==> src/rtl/mc_ctrl_fsm_pkg.sv <==
// Shared encodings for the RV32I multi-cycle control unit: FSM states,
// instruction classes, opcode/funct constants, ALUOp codes, the EXTOp/NPCOp/
// WDSel/DMType encodings, trap causes, and two small decode helpers.
package mc_ctrl_fsm_pkg;

    typedef enum logic [2:0] {
        S_FETCH  = 3'd0,
        S_DECODE = 3'd1,
        S_EXEC   = 3'd2,
        S_MEM    = 3'd3,
        S_WB     = 3'd4,
        S_TRAP   = 3'd5
    } state_e;

    typedef enum logic [2:0] {
        CLS_ALU    = 3'd0,   // R, I-ALU, lui, auipc
        CLS_LOAD   = 3'd1,
        CLS_STORE  = 3'd2,
        CLS_BRANCH = 3'd3,
        CLS_JAL    = 3'd4,
        CLS_JALR   = 3'd5
    } instr_class_e;

    // Opcodes
    localparam logic [6:0] OP_R      = 7'b0110011;
    localparam logic [6:0] OP_IMM    = 7'b0010011;
    localparam logic [6:0] OP_LOAD   = 7'b0000011;
    localparam logic [6:0] OP_STORE  = 7'b0100011;
    localparam logic [6:0] OP_BRANCH = 7'b1100011;
    localparam logic [6:0] OP_JAL    = 7'b1101111;
    localparam logic [6:0] OP_JALR   = 7'b1100111;
    localparam logic [6:0] OP_LUI    = 7'b0110111;
    localparam logic [6:0] OP_AUIPC  = 7'b0010111;

    localparam logic [6:0] F7_ZERO = 7'b0000000;
    localparam logic [6:0] F7_ALT  = 7'b0100000;   // sub / sra / srai

    localparam logic [2:0] F3_ADD_SUB = 3'b000;
    localparam logic [2:0] F3_SLL     = 3'b001;
    localparam logic [2:0] F3_SR      = 3'b101;

    // ALUOp codes
    localparam logic [4:0] ALU_NOP   = 5'd0;
    localparam logic [4:0] ALU_ADD   = 5'd1;
    localparam logic [4:0] ALU_SUB   = 5'd2;
    localparam logic [4:0] ALU_SLL   = 5'd3;
    localparam logic [4:0] ALU_SLT   = 5'd4;
    localparam logic [4:0] ALU_SLTU  = 5'd5;
    localparam logic [4:0] ALU_XOR   = 5'd6;
    localparam logic [4:0] ALU_SRL   = 5'd7;
    localparam logic [4:0] ALU_SRA   = 5'd8;
    localparam logic [4:0] ALU_OR    = 5'd9;
    localparam logic [4:0] ALU_AND   = 5'd10;
    localparam logic [4:0] ALU_LUI   = 5'd11;
    localparam logic [4:0] ALU_AUIPC = 5'd12;

    // EXTOp one-hot: ISHAMT,I,S,B,U,J (bit5..0)
    localparam logic [5:0] EXT_NONE   = 6'b000000;
    localparam logic [5:0] EXT_ISHAMT = 6'b100000;
    localparam logic [5:0] EXT_I      = 6'b010000;
    localparam logic [5:0] EXT_S      = 6'b001000;
    localparam logic [5:0] EXT_B      = 6'b000100;
    localparam logic [5:0] EXT_U      = 6'b000010;
    localparam logic [5:0] EXT_J      = 6'b000001;

    localparam logic [2:0] NPC_PLUS4  = 3'b000;
    localparam logic [2:0] NPC_BRANCH = 3'b001;
    localparam logic [2:0] NPC_JAL    = 3'b010;
    localparam logic [2:0] NPC_JALR   = 3'b100;

    localparam logic [1:0] WD_ALU = 2'b00;
    localparam logic [1:0] WD_MEM = 2'b01;
    localparam logic [1:0] WD_PC4 = 2'b10;

    localparam logic [2:0] DM_NONE = 3'b000;
    localparam logic [2:0] DM_W    = 3'b100;
    localparam logic [2:0] DM_H    = 3'b010;
    localparam logic [2:0] DM_B    = 3'b001;
    localparam logic [2:0] DM_HU   = 3'b110;
    localparam logic [2:0] DM_BU   = 3'b101;

    localparam logic CAUSE_ILLEGAL = 1'b0;
    localparam logic CAUSE_TIMEOUT = 1'b1;

    // Funct3 -> ALU op shared by R-type and I-ALU (alternate forms patched by caller).
    function automatic logic [4:0] alu_base_op(input logic [2:0] f3);
        case (f3)
            3'b000:  return ALU_ADD;
            3'b001:  return ALU_SLL;
            3'b010:  return ALU_SLT;
            3'b011:  return ALU_SLTU;
            3'b100:  return ALU_XOR;
            3'b101:  return ALU_SRL;
            3'b110:  return ALU_OR;
            default: return ALU_AND;
        endcase
    endfunction

    // beq/bge/bgeu take on Zero, bne/blt/bltu on !Zero. For blt/bge the ALU
    // computes SLT(U), whose result is zero exactly when the "ge" side holds.
    function automatic logic branch_taken(input logic [2:0] f3, input logic zero);
        return zero ^ (f3[2] ^ f3[0]);
    endfunction

endpackage

==> src/rtl/mc_ctrl_fsm_decode.sv <==
// Combinational RV32I decoder.
// Ports: op/funct7/funct3 (from IR) in; cls (instruction class), alu_op,
// ext_op, alu_src, wd_sel, dm_type and illegal out.
module mc_ctrl_fsm_decode
    import mc_ctrl_fsm_pkg::*;
(
    input  logic [6:0]   op,
    input  logic [6:0]   funct7,
    input  logic [2:0]   funct3,
    output instr_class_e cls,
    output logic [4:0]   alu_op,
    output logic [5:0]   ext_op,
    output logic         alu_src,
    output logic [1:0]   wd_sel,
    output logic [2:0]   dm_type,
    output logic         illegal
);

    always_comb begin
        cls     = CLS_ALU;
        alu_op  = ALU_NOP;
        ext_op  = EXT_NONE;
        alu_src = 1'b0;
        wd_sel  = WD_ALU;
        dm_type = DM_NONE;
        illegal = 1'b0;
        case (op)
            OP_R: begin
                alu_op = alu_base_op(funct3);
                if (funct7 == F7_ALT) begin
                    if (funct3 == F3_ADD_SUB)  alu_op  = ALU_SUB;
                    else if (funct3 == F3_SR)  alu_op  = ALU_SRA;
                    else                       illegal = 1'b1;
                end else if (funct7 != F7_ZERO) begin
                    illegal = 1'b1;
                end
            end
            OP_IMM: begin
                alu_op  = alu_base_op(funct3);
                alu_src = 1'b1;
                ext_op  = EXT_I;
                // Shift-immediates reuse funct7 as the shamt-type field.
                if (funct3 == F3_SLL) begin
                    ext_op  = EXT_ISHAMT;
                    illegal = (funct7 != F7_ZERO);
                end else if (funct3 == F3_SR) begin
                    ext_op = EXT_ISHAMT;
                    if (funct7 == F7_ALT)        alu_op  = ALU_SRA;
                    else if (funct7 != F7_ZERO)  illegal = 1'b1;
                end
            end
            OP_LOAD: begin
                cls     = CLS_LOAD;
                alu_op  = ALU_ADD;
                alu_src = 1'b1;
                ext_op  = EXT_I;
                wd_sel  = WD_MEM;
                case (funct3)
                    3'b000:  dm_type = DM_B;
                    3'b001:  dm_type = DM_H;
                    3'b010:  dm_type = DM_W;
                    3'b100:  dm_type = DM_BU;
                    3'b101:  dm_type = DM_HU;
                    default: illegal = 1'b1;
                endcase
            end
            OP_STORE: begin
                cls     = CLS_STORE;
                alu_op  = ALU_ADD;
                alu_src = 1'b1;
                ext_op  = EXT_S;
                case (funct3)
                    3'b000:  dm_type = DM_B;
                    3'b001:  dm_type = DM_H;
                    3'b010:  dm_type = DM_W;
                    default: illegal = 1'b1;
                endcase
            end
            OP_BRANCH: begin
                cls    = CLS_BRANCH;
                ext_op = EXT_B;
                case (funct3)
                    3'b000, 3'b001: alu_op  = ALU_SUB;
                    3'b100, 3'b101: alu_op  = ALU_SLT;
                    3'b110, 3'b111: alu_op  = ALU_SLTU;
                    default:        illegal = 1'b1;
                endcase
            end
            OP_JAL: begin
                cls    = CLS_JAL;
                alu_op = ALU_ADD;
                ext_op = EXT_J;
                wd_sel = WD_PC4;
            end
            OP_JALR: begin
                cls     = CLS_JALR;
                alu_op  = ALU_ADD;
                alu_src = 1'b1;
                ext_op  = EXT_I;
                wd_sel  = WD_PC4;
                illegal = (funct3 != 3'b000);
            end
            OP_LUI: begin
                alu_op  = ALU_LUI;
                alu_src = 1'b1;
                ext_op  = EXT_U;
            end
            OP_AUIPC: begin
                alu_op  = ALU_AUIPC;
                alu_src = 1'b1;
                ext_op  = EXT_U;
            end
            default: illegal = 1'b1;
        endcase
    end

endmodule

==> src/rtl/mc_ctrl_fsm.sv <==
// Multi-cycle RV32I control unit: sequences FETCH/DECODE/EXEC/MEM/WB over a
// req/ack memory port, traps on illegal encodings and memory timeouts.
// Ports: clk, rst (sync, active-high); Op/Funct7/Funct3 from the latched IR,
// Zero from the ALU, mem_ack from memory. Outputs: mem_req/MemWrite, the
// IRWrite/PCWrite/RegWrite strobes, datapath selects ALUSrc/EXTOp/ALUOp/
// NPCOp/WDSel/DMType, and trap/trap_cause.
module mc_ctrl_fsm
    import mc_ctrl_fsm_pkg::*;
#(
    parameter int MEM_TIMEOUT = 16,
    parameter bit TRAP_STICKY = 1'b1
) (
    input  logic       clk,
    input  logic       rst,
    input  logic [6:0] Op,
    input  logic [6:0] Funct7,
    input  logic [2:0] Funct3,
    input  logic       Zero,
    input  logic       mem_ack,
    output logic       mem_req,
    output logic       MemWrite,
    output logic       IRWrite,
    output logic       PCWrite,
    output logic       RegWrite,
    output logic       ALUSrc,
    output logic [5:0] EXTOp,
    output logic [4:0] ALUOp,
    output logic [2:0] NPCOp,
    output logic [1:0] WDSel,
    output logic [2:0] DMType,
    output logic       trap,
    output logic       trap_cause
);

    localparam int               CNT_W     = $clog2(MEM_TIMEOUT + 1);
    localparam logic [CNT_W-1:0] WAIT_LAST = CNT_W'(MEM_TIMEOUT - 1);

    state_e           state, state_nxt;
    logic [CNT_W-1:0] wait_cnt;
    logic             cause_q, cause_nxt;

    instr_class_e cls;
    logic [4:0]   dec_alu_op;
    logic [5:0]   dec_ext_op;
    logic         dec_alu_src;
    logic [1:0]   dec_wd_sel;
    logic [2:0]   dec_dm_type;
    logic         dec_illegal;

    logic req_phase, mem_stall, timeout;

    mc_ctrl_fsm_decode u_decode (
        .op      (Op),
        .funct7  (Funct7),
        .funct3  (Funct3),
        .cls     (cls),
        .alu_op  (dec_alu_op),
        .ext_op  (dec_ext_op),
        .alu_src (dec_alu_src),
        .wd_sel  (dec_wd_sel),
        .dm_type (dec_dm_type),
        .illegal (dec_illegal)
    );

    assign req_phase = (state == S_FETCH) || (state == S_MEM);
    assign mem_stall = req_phase && !mem_ack;
    // Counter holds the number of wait cycles already spent; this stall would be the last allowed.
    assign timeout   = mem_stall && (wait_cnt == WAIT_LAST);

    // State register, wait counter, trap cause
    always_ff @(posedge clk) begin
        if (rst) begin
            state    <= S_FETCH;
            wait_cnt <= '0;
            cause_q  <= CAUSE_ILLEGAL;
        end else begin
            state   <= state_nxt;
            cause_q <= cause_nxt;
            if (state_nxt != state)
                wait_cnt <= '0;
            else if (mem_stall)
                wait_cnt <= wait_cnt + 1'b1;
        end
    end

    // Next-state logic
    always_comb begin
        state_nxt = state;
        cause_nxt = cause_q;
        case (state)
            S_FETCH: begin
                if (mem_ack) begin
                    state_nxt = S_DECODE;
                end else if (timeout) begin
                    state_nxt = S_TRAP;
                    cause_nxt = CAUSE_TIMEOUT;
                end
            end
            S_DECODE: begin
                if (dec_illegal) begin
                    state_nxt = S_TRAP;
                    cause_nxt = CAUSE_ILLEGAL;
                end else begin
                    state_nxt = S_EXEC;
                end
            end
            S_EXEC: begin
                if (cls == CLS_BRANCH)
                    state_nxt = S_FETCH;
                else if (cls == CLS_LOAD || cls == CLS_STORE)
                    state_nxt = S_MEM;
                else
                    state_nxt = S_WB;
            end
            S_MEM: begin
                if (mem_ack) begin
                    state_nxt = (cls == CLS_STORE) ? S_FETCH : S_WB;
                end else if (timeout) begin
                    state_nxt = S_TRAP;
                    cause_nxt = CAUSE_TIMEOUT;
                end
            end
            S_WB:    state_nxt = S_FETCH;
            S_TRAP:  if (!TRAP_STICKY) state_nxt = S_FETCH;
            default: state_nxt = S_FETCH;
        endcase
    end

    // Outputs; everything is held at 0 while rst is asserted so a reset
    // mid-instruction can never leak a partial write.
    always_comb begin
        mem_req    = 1'b0;
        MemWrite   = 1'b0;
        IRWrite    = 1'b0;
        PCWrite    = 1'b0;
        RegWrite   = 1'b0;
        ALUSrc     = 1'b0;
        EXTOp      = EXT_NONE;
        ALUOp      = ALU_NOP;
        NPCOp      = NPC_PLUS4;
        WDSel      = WD_ALU;
        DMType     = DM_NONE;
        trap       = 1'b0;
        trap_cause = 1'b0;
        if (!rst) begin
            if (state inside {S_DECODE, S_EXEC, S_MEM, S_WB}) begin
                ALUSrc = dec_alu_src;
                EXTOp  = dec_ext_op;
                ALUOp  = dec_alu_op;
                WDSel  = dec_wd_sel;
                DMType = dec_dm_type;
            end
            case (state)
                S_FETCH: begin
                    mem_req = 1'b1;
                    IRWrite = mem_ack;
                end
                S_EXEC: begin
                    if (cls == CLS_BRANCH) begin
                        PCWrite = 1'b1;
                        NPCOp   = branch_taken(Funct3, Zero) ? NPC_BRANCH : NPC_PLUS4;
                    end
                end
                S_MEM: begin
                    mem_req  = 1'b1;
                    MemWrite = (cls == CLS_STORE);
                    PCWrite  = (cls == CLS_STORE) && mem_ack;
                end
                S_WB: begin
                    RegWrite = 1'b1;
                    PCWrite  = 1'b1;
                    if (cls == CLS_JAL)       NPCOp = NPC_JAL;
                    else if (cls == CLS_JALR) NPCOp = NPC_JALR;
                end
                S_TRAP: begin
                    trap       = 1'b1;
                    trap_cause = cause_q;
                    // Non-sticky trap skips the faulting instruction on its single cycle.
                    PCWrite    = !TRAP_STICKY;
                end
                default: ;
            endcase
        end
    end

endmodule

==> config.mk <==
export PLATFORM = sky130hd
export DESIGN_NAME = mc_ctrl_fsm
export DESIGN_NICKNAME = d
export VERILOG_FILES = /design/src/rtl/mc_ctrl_fsm_pkg.sv /design/src/rtl/mc_ctrl_fsm_decode.sv /design/src/rtl/mc_ctrl_fsm.sv
export SDC_FILE = /design/constraint.sdc
export NUM_CORES = 1
export LEC_CHECK = 0
export ABC_CLOCK_PERIOD_IN_PS = 3800
export BUFFER_PORTS_ARGS = -buffer_cell sky130_fd_sc_hd__clkbuf_2
export CORE_ASPECT_RATIO = 0.8
export CORE_MARGIN = 2
export CORE_UTILIZATION = 40
export CTS_CLUSTER_SIZE = 25
export DETAILED_ROUTE_END_ITERATION = 10
export PLACE_DENSITY = 0.67
export SYNTH_ARGS = -nofsm -noshare
export SYNTH_HDL_FRONTEND = slang
export SYNTH_SLANG_ARGS = --single-unit
==> constraint.sdc <==
create_clock -name clk -period 3.8 [get_ports clk]
set_input_delay 0.38 -clock clk [delete_from_list [all_inputs] [get_ports clk]]
set_output_delay 0.38 -clock clk [all_outputs]
set_load 0.005 [all_outputs]
; ---- Word-level counts from Yosys, hierarchy flattened
; Cells that the tools add are included.
[word_totals]
reg_bits = 9
inputBits = 21
out_inout_bits = 27
word_cells = 137
[op_classes]
n_addsub = 1
eq_ne = 32
n_mux = 72
bitwise = 2
n_reduce_logical = 27
[op_table]
columns = operator, n
row1 = $pmux W3 S5, 3
row2 = $mux W3, 12
row3 = $pmux W6 S6, 1
row4 = $mux W1, 32
row5 = $mux W5, 6
row6 = $pmux W5 S6, 1
row7 = $eq A7 B6 Y1 const B, 4
row8 = $pmux W4 S7, 1
row9 = $eq A3 B3 Y1 const B, 8
row10 = $mux W6, 4
row11 = $eq A7 B7 Y1 const B, 3
row12 = $eq A3 B2 Y1 const B, 6
row13 = $pmux W3 S3, 2
row14 = $reduce_or A2 Y1, 8
row15 = $eq A7 B5 Y1 const B, 2
row16 = $pmux W3 S2, 2
row17 = $reduce_or A6 Y1, 2
row18 = $eq A3 B1 Y1 const B, 3
row19 = $mux W4, 2
row20 = $eq A7 B2 Y1 const B, 1
row21 = $pmux W1 S7, 1
row22 = $reduce_bool A7 Y1, 1
row23 = $logic_not A3 Y1, 2
row24 = $reduce_or A3 Y1, 2
row25 = 19 further kinds, 25

; ---- Longest topological paths before layout
; Gate-level depths: netlist (run 1).
[depth]
ltp_word = 10
mapped_depth = 8
ltp_nobuf = 8

; ---- By module
; A second synthesis (run 1) with hierarchy kept.
[unflattened]
hier_cells = 203
hier_area_um2 = 1413.9
[by_module_without_submodules]
columns = module, n_inst, cells_per_inst, area_each_um2, seq_area_each_um2
row1 = mc_ctrl_fsm, 1, 106, 824.5, 180.2
row2 = mc_ctrl_fsm_decode, 1, 97, 589.3, 0.0

; ---- Least setup slack after synthesis (run 1)
; No wires, ideal clock.
[synth_path]
path_type = input-to-output
from = in Funct7[1]
to = out ALUOp[0]
t_arrival_ns = 1.796
required_ns = 3.420
slack_ns = 1.624
path_stages = 5
path_buffers = 0
path_cell_list = or4_4 -> nor4b_2 -> a21boi_1 -> o31ai_1 -> a21oi_1
[synth_via]
elab_chain_len = 7
elab_cells_between_ends = 8
cone_classes = 1 x eq/ne / 7 x mux
[synth_rtl]
columns = item, line_no
row1 = "start, declared", mc_ctrl_fsm.sv:16  ; input logic [6:0] Funct7,
row2 = $eq A7 B6 Y1 (*), "mc_ctrl_fsm_decode.sv:30, mc_ctrl_fsm_decode.sv:48"
row3 = $mux W4, mc_ctrl_fsm_decode.sv:48  ; if (funct7 == F7_ALT) alu_op = ALU_SRA;
row4 = $mux W5, mc_ctrl_fsm_decode.sv:46  ; end else if (funct3 == F3_SR) begin
row5 = $mux W5, mc_ctrl_fsm_decode.sv:43  ; if (funct3 == F3_SLL) begin
row6 = $pmux W5 S6 (*), mc_ctrl_fsm_decode.sv:27  ; case (op)
row7 = $mux W5 (*), mc_ctrl_fsm.sv:146  ; if (state inside {S_DECODE, S_EXEC, S_MEM, S_WB}) begin
row8 = $mux W5 (*), mc_ctrl_fsm.sv:145  ; if (!rst) begin
row9 = "end, declared", mc_ctrl_fsm.sv:27  ; output logic [4:0] ALUOp,
; Every way passes the cells marked *; elsewhere a longest branch is shown, timed or not.

; ---- Final worst setup path (run 1)
; Same ends and word-level chain as after synthesis.

==> results of run 1 <==
[layer usage]
metal | vias to the layer above | share of wire, % | track usage, %
li1 | 821 | - | -
met1 | 731 | 50 | 35.39
met2 | 77 | 41 | 27.47
met3 | 2 | 8.8 | 5.061
met4 | 0 | 0.27 | 3.429
met5 | - | 0 | 0
[layout by cell type (no fill, tap or decap), types with 7 or more instances in the layout]
| cell type | count |
|---|---|
| dfxtp_1 | 9 |
| nor4_1 | 7 |
| inv_1 | 10 |
| o21ai_0 | 12 |
| clkbuf_2 | 46 |
| nand2_1 | 20 |
| nand3_1 | 7 |
| nor3_1 | 10 |
| a21oi_1 | 12 |
| nor2_1 | 27 |
[registers in the layout, indices dropped and copies added (netlist names)]
signal    cells
wait_cnt      5
state         3
cause_q       1
[worst paths after layout]
check | from | endpoint | cells after the start | slack [ps]
hold reg to reg | cause_q | cause_q | 2 | 520
hold / removal | rst | cause_q | 2 | 470
setup / recovery | Funct7[1] | ALUOp[0] | 7 | 1270
setup reg to reg | state[1] | wait_cnt[3] | 5 | 1710
[power by group through the flow]
stage	Combinational (µW)	Clock, µW	Sequential (µW)
2_1_floorplan	79.4	0	103
3_3_place_gp	106	0	109
3_5_place_dp	106	0	109
4_1_cts	107	120	107
5_1_grt	121	128	108
6_report	109	117	107
[cells by family (layout without fill, tap and decap cells)]
kind of cell,count (synthesis),after routing,share of synthesized area [%]
compound gates,53,53,27.78
xor+xnor,6,6,3.929
fa+ha+maj,4,4,3.742
buf+inv,23,60,6.736
flops,9,9,13.47
mux,2,2,1.497
other cells,1,1,0.2804
simple gates,104,104,42.56
[cell type report]
class	instances	share of cell area, %
Clock buffer	4	2.797
Inverter	10	2.331
Tap cell	40	3.108
Multi-Input combinational cell	170	66.28
Timing Repair Buffer	46	14.30
Sequential cell	9	11.19
[stage by stage]
step	setup slack [ps]	utilization, %	instances
after floorplan	1624	-	202
after global placement	1297	50.00	275
after detailed placement	1293	50.00	275
after CTS	1288	51.44	279
after global routing	1067	51.44	279
final	1275	51.44	279
==> metrics.txt, run 1 <==
# clock sinks=9; switch share=36.53%; sw power=121.8 µW; WL/cell=14.47 µm; GPL Wtd Cong=0.9232; crit path cell chain=clkbuf_2, or4_4, nor4b_2, a21boi_1, o31ai_1, a21oi_1, clkbuf_2; most frequent cell after synthesis=nor2_1; status=completed; drt drc=0; Fill cells=338; vias in the first global route=1340; Worst Path Max Fanout=7; Cell Int Power=211.7 µW; DPL Wire Length=3.048 mm; Routed WL=4.038 mm; post-synth top area cell=dfxtp_1; Peak VDD IR=243.8 µV; Yosys warning total=0; Post-CTS Setup Bufs=0; root buffer cell=clkbuf_8; Pwr per Cell Area=207.1 nW/µm²; Post-CTS Resized=0; cell family with most CP delay=simple AND/OR/NAND/NOR gates; mean area per synthesized cell=6.621 µm²; clock share of power=35.2%; PortBufs=46; fraction of layout cells with a size suffix above 1=23.85%; crit-path most repeated cell=clkbuf_2; Core Region=3131 µm²; full die area=3825 µm²; commonest cells in the netlist=nor2_1 (27), nand2_1 (20), a21oi_1 (12), clkbuf_1 (12), o21ai_0 (12); final worst-path cycle share=66.45%; total grt overflow=0; Layout Nets=265; Final Max Slew Viols=0; top post-synthesis cells by area=dfxtp_1 (13%), nor2_1 (7.6%), nand2_1 (5.6%); final setup violation count=0; post-synthesis cell area=1338 µm²; Max transition margin=46.17%; DR iter-0 viols=199; leakage power figure=0.0006684 µW; post-route antenna net violation count=0; net count of the mapped netlist=227; asr flop ratio synth=0%; pin count of the biggest net entering global routing=17; RSZ-0062 raised after global routing=false; gr usage total=21.41%; minimum clock period=2525 ps; sequential-to-total area share from yosys stat=13.47%; CTS tree=yes; sequential share of power=32.2%; register bit total from synthesis=9; Post-synth top flop=dfxtp_1; Power Total=333.5 µW; TritonCTS Buffers=3; Initial Util=42.73%; Max Buffers Root-to-Sink=2; Syn Inst Count=202; Gate power share=32.6%; vias per cell=5.846; WP buf/inv=2; Final Hold Viols=0; Synth top area share=13.47%; Fin Hold WS=472.9 ps; multi-input logic area=1067 µm²; Row Count=18; Setup crit end kind=output pin; CP max stage delay=540 ps; hold crit path type=in -> reg; CP required=3420 ps; Die Ht=55.72 µm; Clock Pin Slew Worst Setup and Hold Paths=50 ps; CP Launch Type=input port; maximum clock rate=0.3960 GHz; post-synth cell types=51; antenna violations before repair=0; EDFF count, synth=0; Slew @ Worst Pin=801.2 ps; First-pass DRT Iterations=4; Post-Layout Inst Area=1610 µm²; # IOs=48; area added between synthesis and finish=20.39%; # hold bufs at CTS=0; placed inst area=1565 µm²; CP max-delay cell=nor4b_2; Max-Cap Viols=0; WS Path Type=in -> out; Final Skew=7.036 ps; accumulated negative setup slack=0 ps; register area=180.2 µm²; first-pass GRT wire length=6.472 mm; Clock Latency Late Sink=240 ps; H-tree depth=1; n_diodes=0; via count=1631; die width=68.65 µm; Arr. time, crit path=2150 ps
Note: power is estimated with default switching activity, not from simulation.
==> inputs of run 2 (changes only) <==
Settings changed: ABC_CLOCK_PERIOD_IN_PS 3800 to 2300, PLACE_DENSITY 0.67 to 0.69.
Clock period 3.8 ns to 2.3 ns, I/O delays scaled along.
==> metrics.txt, run 2 (synthesized netlist as in run 1, its figures left out) <==
# clock sinks=9 (unchanged); clock share of power=33.3% (-1.9 points); Largest regs=wait_cnt: 5 flops, state: 3 flops, cause_q: 1 flops; Initial Util=42.73% (unchanged); post-route antenna net violation count=0 (unchanged); status=completed; Fin Hold WS=329.9 ps (-143.0 ps); R2R Path Start=wait_cnt[0]; sequential share of power=32.7% (+0.5 points); WS Path Type=in -> out; Arr. time, crit path=1900 ps (-250 ps); First-pass DRT Iterations=5 (+1); n_diodes=0 (unchanged); vias per cell=5.638 (-3.6%); # IOs=48 (unchanged); leakage power figure=0.0007095 µW (+6.2%); DR iter-0 viols=222 (+12%); Final Max Slew Viols=0 (unchanged); Worst Hold Depth=2 (unchanged); r2r worst-path depth=9 (+4); TritonCTS Buffers=3 (unchanged); cell family with most CP delay=compound AO/OA/AOI/OAI gates; commonest non-fill, non-tap cells in the layout=clkbuf_2 (46), nor2_1 (27), nand2_1 (20); drt drc=0 (unchanged); Gate power share=34.0% (+1.4 points); Hold Crit Endpoint=cause_q; final setup violation count=0 (unchanged); Clock Pin Slew Worst Setup and Hold Paths=40 ps (about the same); final worst-path cycle share=92.55%; vias in the first global route=1385 (+3.4%); Post-CTS Setup Bufs=0 (unchanged); Clock Latency Late Sink=230 ps (about the same); WP buf/inv=2 (unchanged); H-tree depth=1 (unchanged); GR Layer Usage met2=28.43% (+0.96 points); Peak VDD IR=397.5 µV (+63%); Max Buffers Root-to-Sink=2 (unchanged); crit-path most repeated cell=clkbuf_2; area added between synthesis and finish=25.07%; total grt overflow=0 (unchanged); Core Region=3131 µm² (unchanged); largest register by flop count=wait_cnt; Worst Path Max Fanout=7 (unchanged); gr usage total=20.46% (-0.96 points); sw power=188.0 µW (+54%); Pwr per Cell Area=324.8 nW/µm² (+57%); full die area=3825 µm² (unchanged); DPL Wire Length=3.054 mm (+0.18%); CTS tree=yes; Routed WL=3.906 mm (-3.3%); CP max stage delay=460 ps (-80 ps); maximum clock rate=0.4698 GHz; Cell Int Power=355.3 µW (+68%); minimum clock period=2129 ps; accumulated negative setup slack=0 ps (unchanged); CP Launch Type=input port; Max-Cap Viols=0 (unchanged); WL/cell=13.61 µm (-6.0%); setup slack, reg-to-reg=310 ps (-1400 ps); die width=68.65 µm (unchanged); PortBufs=46 (unchanged); Max transition margin=65.17% (+19 points); Final Skew=1.297 ps (-5.739 ps); hold crit path type=in -> reg; GPL Wtd Cong=0.9356 (+1.3%); met3 GRT Util=4.656% (-0.40 points); Slew @ Worst Pin=515.6 ps (-285.6 ps); Final Hold Viols=0 (unchanged); GR Layer Usage met1=31.73% (-3.7 points); root buffer cell=clkbuf_8; final core occ=53.44% (+2.0 points); CP required=2070 ps (-1350 ps); Reg-to-Reg End=wait_cnt[4]; crit path cell chain=clkbuf_2, and4bb_2, nand3_1, a21oi_1, a31oi_1, a2111oi_1, clkbuf_2; GR peak layer=met1; Row Count=18 (unchanged); Die Ht=55.72 µm (unchanged); hold wc startpoint=rst; Setup crit end kind=output pin; most common cell after layout, fill and taps aside=clkbuf_2; switch share=34.60% (-1.9 points); via count=1618 (-0.80%); first-pass GRT wire length=6.334 mm (-2.1%); Largest register FFs=5 (unchanged); Layout Nets=273 (+3.0%); RSZ-0062 raised after global routing=false; CP max-delay cell=a2111oi_1; pin count of the biggest net entering global routing=17 (unchanged); fraction of layout cells with a size suffix above 1=26.72% (+2.9 points); antenna violations before repair=0 (unchanged)
## run 2: changes by cell type in the layout (fill, tap and decap cells not counted), sizes merged
cell  previous run  this run
buf              0         8
## run 2: how the worst max path moves through the flow
stage / startpoint / to / slack [ps] / depth (start not counted)
final: Op[2] / EXTOp[4] / 170 / 7
after floorplan: Funct7[1] / state[0] / 420 / 5
after detailed placement: Op[2] / EXTOp[4] / 90 / 7
after global placement: Op[2] / EXTOp[4] / 210 / 7
after CTS: state[0] / EXTOp[4] / 70 / 4
after global routing: Op[3] / EXTOp[4] / 50 / 7
## run 2: worst register-to-register path, stage by stage (launching register included)
cell and delay [ps]:
dfxtp_1 320, ha_1 210, and3_1 180, ha_1 210
nor2_1 140, a22oi_1 120, o21ai_0 230, o41ai_2 110
buf_4 160, nor4_1 210
## run 2: metrics by stage
step	setup slack (ps)	instance area [µm²]	power, µW	cells
after floorplan	419.7	1338	301.1	202
after global placement	210.9	1625	362.9	283
after detailed placement	93.40	1625	361.0	283
after CTS	68.46	1670	543.9	287
after global routing	49.58	1673	581.6	287
final	171.4	1673	543.3	287
## run 2: power groups by stage
stage / Clock [µW] / Combinational [µW] / Sequential (µW)
floorplan: 0 / 131 / 170
global placement: 0 / 183 / 180
detailed placement: 0 / 181 / 180
CTS: 185 / 182 / 177
global route: 195 / 208 / 179
finish: 181 / 185 / 178
## run 2: per-layer routing
metal / vias to the layer above / part of all wire [%]
met4: 0 / 0
li1: 835 / -
met2: 68 / 42
met5: - / 0
met3: 0 / 8.9
met1: 715 / 49
## run 2: final cells by class
class                           instances  area, µm²
Clock buffer                            4      45.04
Fill cell                             313       1458
Inverter                               10      37.54
Multi-Input combinational cell        170       1069
Sequential cell                         9      181.4
Tap cell                               40      50.05
Timing Repair Buffer                   54      290.3
## run 2: what timing repair did
item | CTS | global route
hold buffers | 0 | 0
setup endpoints to repair | 0 | 1
gates resized for setup | 0 | 2
==> inputs of run 3 (changes only) <==
Settings changed: PLACE_DENSITY 0.69 to 0.76.
==> metrics.txt, run 3 (synthesized netlist as in run 1, its figures left out) <==
status=completed; CP max-delay cell=a2111oi_0; Largest regs=wait_cnt: 5 flops, state: 3 flops, cause_q: 1 flops; Final Hold Viols=0 (unchanged); first-pass GRT wire length=6.810 mm (+7.5%); Cell Int Power=355.5 µW (about the same); WP buf/inv=1 (-1); die width=68.65 µm (unchanged); Clock Latency Late Sink=240 ps (about the same); TritonCTS Buffers=3 (unchanged); Routed WL=4.126 mm (+5.6%); Fin Hold WS=346.4 ps (+16.48 ps); CP required=2070 ps (about the same); Layout Nets=271 (-0.73%); accumulated negative setup slack=0 ps (unchanged); Stages on worst setup path=4 (-3); # clock sinks=9 (unchanged); Critical Path Sink=EXTOp[4]; vias per cell=5.898 (+4.6%); RSZ-0062 raised after global routing=false; # IOs=48 (unchanged); DPL Wire Length=3.179 mm (+4.1%); maximum clock rate=0.4689 GHz (-0.19%); antenna violations before repair=0 (unchanged); Post-CTS Setup Bufs=0 (unchanged); Setup crit end kind=output pin; Final Skew=4.732 ps (+3.435 ps); Pwr per Cell Area=334.6 nW/µm² (+3.0%); Power Total=554.3 µW (+2.0%); Max-Cap Viols=0 (unchanged); DR iter-0 viols=127 (-43%); Clock Pin Slew Worst Setup and Hold Paths=50 ps (about the same); leakage power figure=0.0006995 µW (-1.4%); Arr. time, crit path=1900 ps (about the same); R2R Path Start=wait_cnt[0]; total grt overflow=0 (unchanged); root buffer cell=clkbuf_8; pin count of the biggest net entering global routing=17 (unchanged); setup slack, reg-to-reg=250 ps (-60 ps); Slew @ Worst Pin=594.8 ps (+79.13 ps); gr usage total=22.55% (+2.1 points); PortBufs=46 (unchanged); final setup violation count=0 (unchanged); WS Path Type=reg -> out; CP Launch Type=register; Peak VDD IR=371.9 µV (-6.4%); Row Count=18 (unchanged); n_diodes=0 (unchanged); via count=1681 (+3.9%); Max Buffers Root-to-Sink=2 (unchanged); Max transition margin=59.91% (-5.3 points); H-tree depth=1 (unchanged); Worst Path Max Fanout=15 (+8); fraction of layout cells with a size suffix above 1=26.12% (-0.60 points); vias in the first global route=1437 (+3.8%); area added between synthesis and finish=23.85%; drt drc=0 (unchanged); WL/cell=14.48 µm (+6.4%); Largest register FFs=5 (unchanged); Gate power share=34.8% (+0.8 points); post-route antenna net violation count=0 (unchanged); hold crit path type=in -> reg; Reg-to-Reg End=wait_cnt[0]; full die area=3825 µm² (unchanged); commonest non-fill, non-tap cells in the layout=clkbuf_2 (46), nor2_1 (27), nand2_1 (20); sw power=198.8 µW (+5.8%); crit path cell chain=or3_1, nand3_1, a2111oi_0, clkbuf_2; GPL Wtd Cong=1.008 (+7.8%); most common cell after layout, fill and taps aside=clkbuf_2; clock share of power=33.9% (+0.6 points); Fill cells=317 (+1.3%); cell family with most CP delay=compound AO/OA/AOI/OAI gates; First-pass DRT Iterations=4 (-1); switch share=35.87% (+1.3 points); Die Ht=55.72 µm (unchanged); CP Launch Point=state[0]; CP max stage delay=520 ps (+60 ps); minimum clock period=2133 ps (+3.953 ps); Final Max Slew Viols=0 (unchanged); sequential share of power=31.3% (-1.4 points); r2r worst-path depth=7 (-2); largest register by flop count=wait_cnt; final worst-path cycle share=92.72% (+0.17 points); Core Region=3131 µm² (unchanged); Initial Util=42.73% (unchanged); # hold bufs at CTS=0 (unchanged); CTS tree=yes
[run 3: cell types whose count changed in the layout (fill, tap and decap cells not counted)]
cell | previous run | this run
a2111oi_0 | 0 | 1
buf_4 | 8 | 6
a2111oi_1 | 1 | 0
[run 3: how the worst min path moves through the flow]
stage	start	end	slack (ps)	cells after the start
global route	rst	cause_q	370	2
finish	rst	wait_cnt[2]	350	2
global placement	wait_cnt[1]	wait_cnt[1]	550	2
detailed placement	wait_cnt[4]	wait_cnt[4]	530	2
floorplan	rst	state[0]	410	2
CTS	rst	wait_cnt[2]	350	2
[run 3: layout make-up]
cell class | instances | area (µm²) | area share [%]
Tap cell | 40 | 50.05 | 3.021
Sequential cell | 9 | 181.4 | 10.95
Clock buffer | 4 | 45.04 | 2.719
Multi-Input combinational cell | 170 | 1067 | 64.43
Timing Repair Buffer | 52 | 275.3 | 16.62
Inverter | 10 | 37.54 | 2.266
[run 3: power by group through the flow]
stage	Sequential (µW)	Clock (µW)	Combinational [µW]
2_1_floorplan	170	0	131
3_3_place_gp	175	0	187
3_5_place_dp	176	0	188
4_1_cts	173	191	189
5_1_grt	175	200	213
6_report	173	188	193
[run 3: worst register-to-register path, delay by kind of cell (launching register included)]
kind | cells | cell delay [ps]
compound gates | 2 | 530
flops | 1 | 330
fa+ha+maj | 2 | 440
simple gates | 3 | 660
[run 3: layer usage]
| layer | share of wire, % | track usage (%) | routed length (µm) |
|---|---|---|---|
| met1 | 47 | 35.22 | 1949 |
| met2 | 41 | 30.91 | 1691 |
| met3 | 11 | 6.275 | 458 |
| met4 | 0.63 | 2.857 | 26 |
| met5 | 0 | 0 | 0 |
[run 3: per-stage QoR]
stage	setup slack, ps	area [µm²]	util [%]	cells
after floorplan	419.7	1338	-	202
after global placement	279.3	1610	51.44	281
after detailed placement	269.3	1610	51.44	281
after CTS	13.50	1655	52.88	285
after global routing	41.64	1657	52.92	285
final	167.5	1657	52.92	285
[run 3: repair_timing]
action | CTS | global route
hold endpoints to repair | 0 | 0
resized for setup | 0 | 1
setup endpoints to repair | 0 | 8
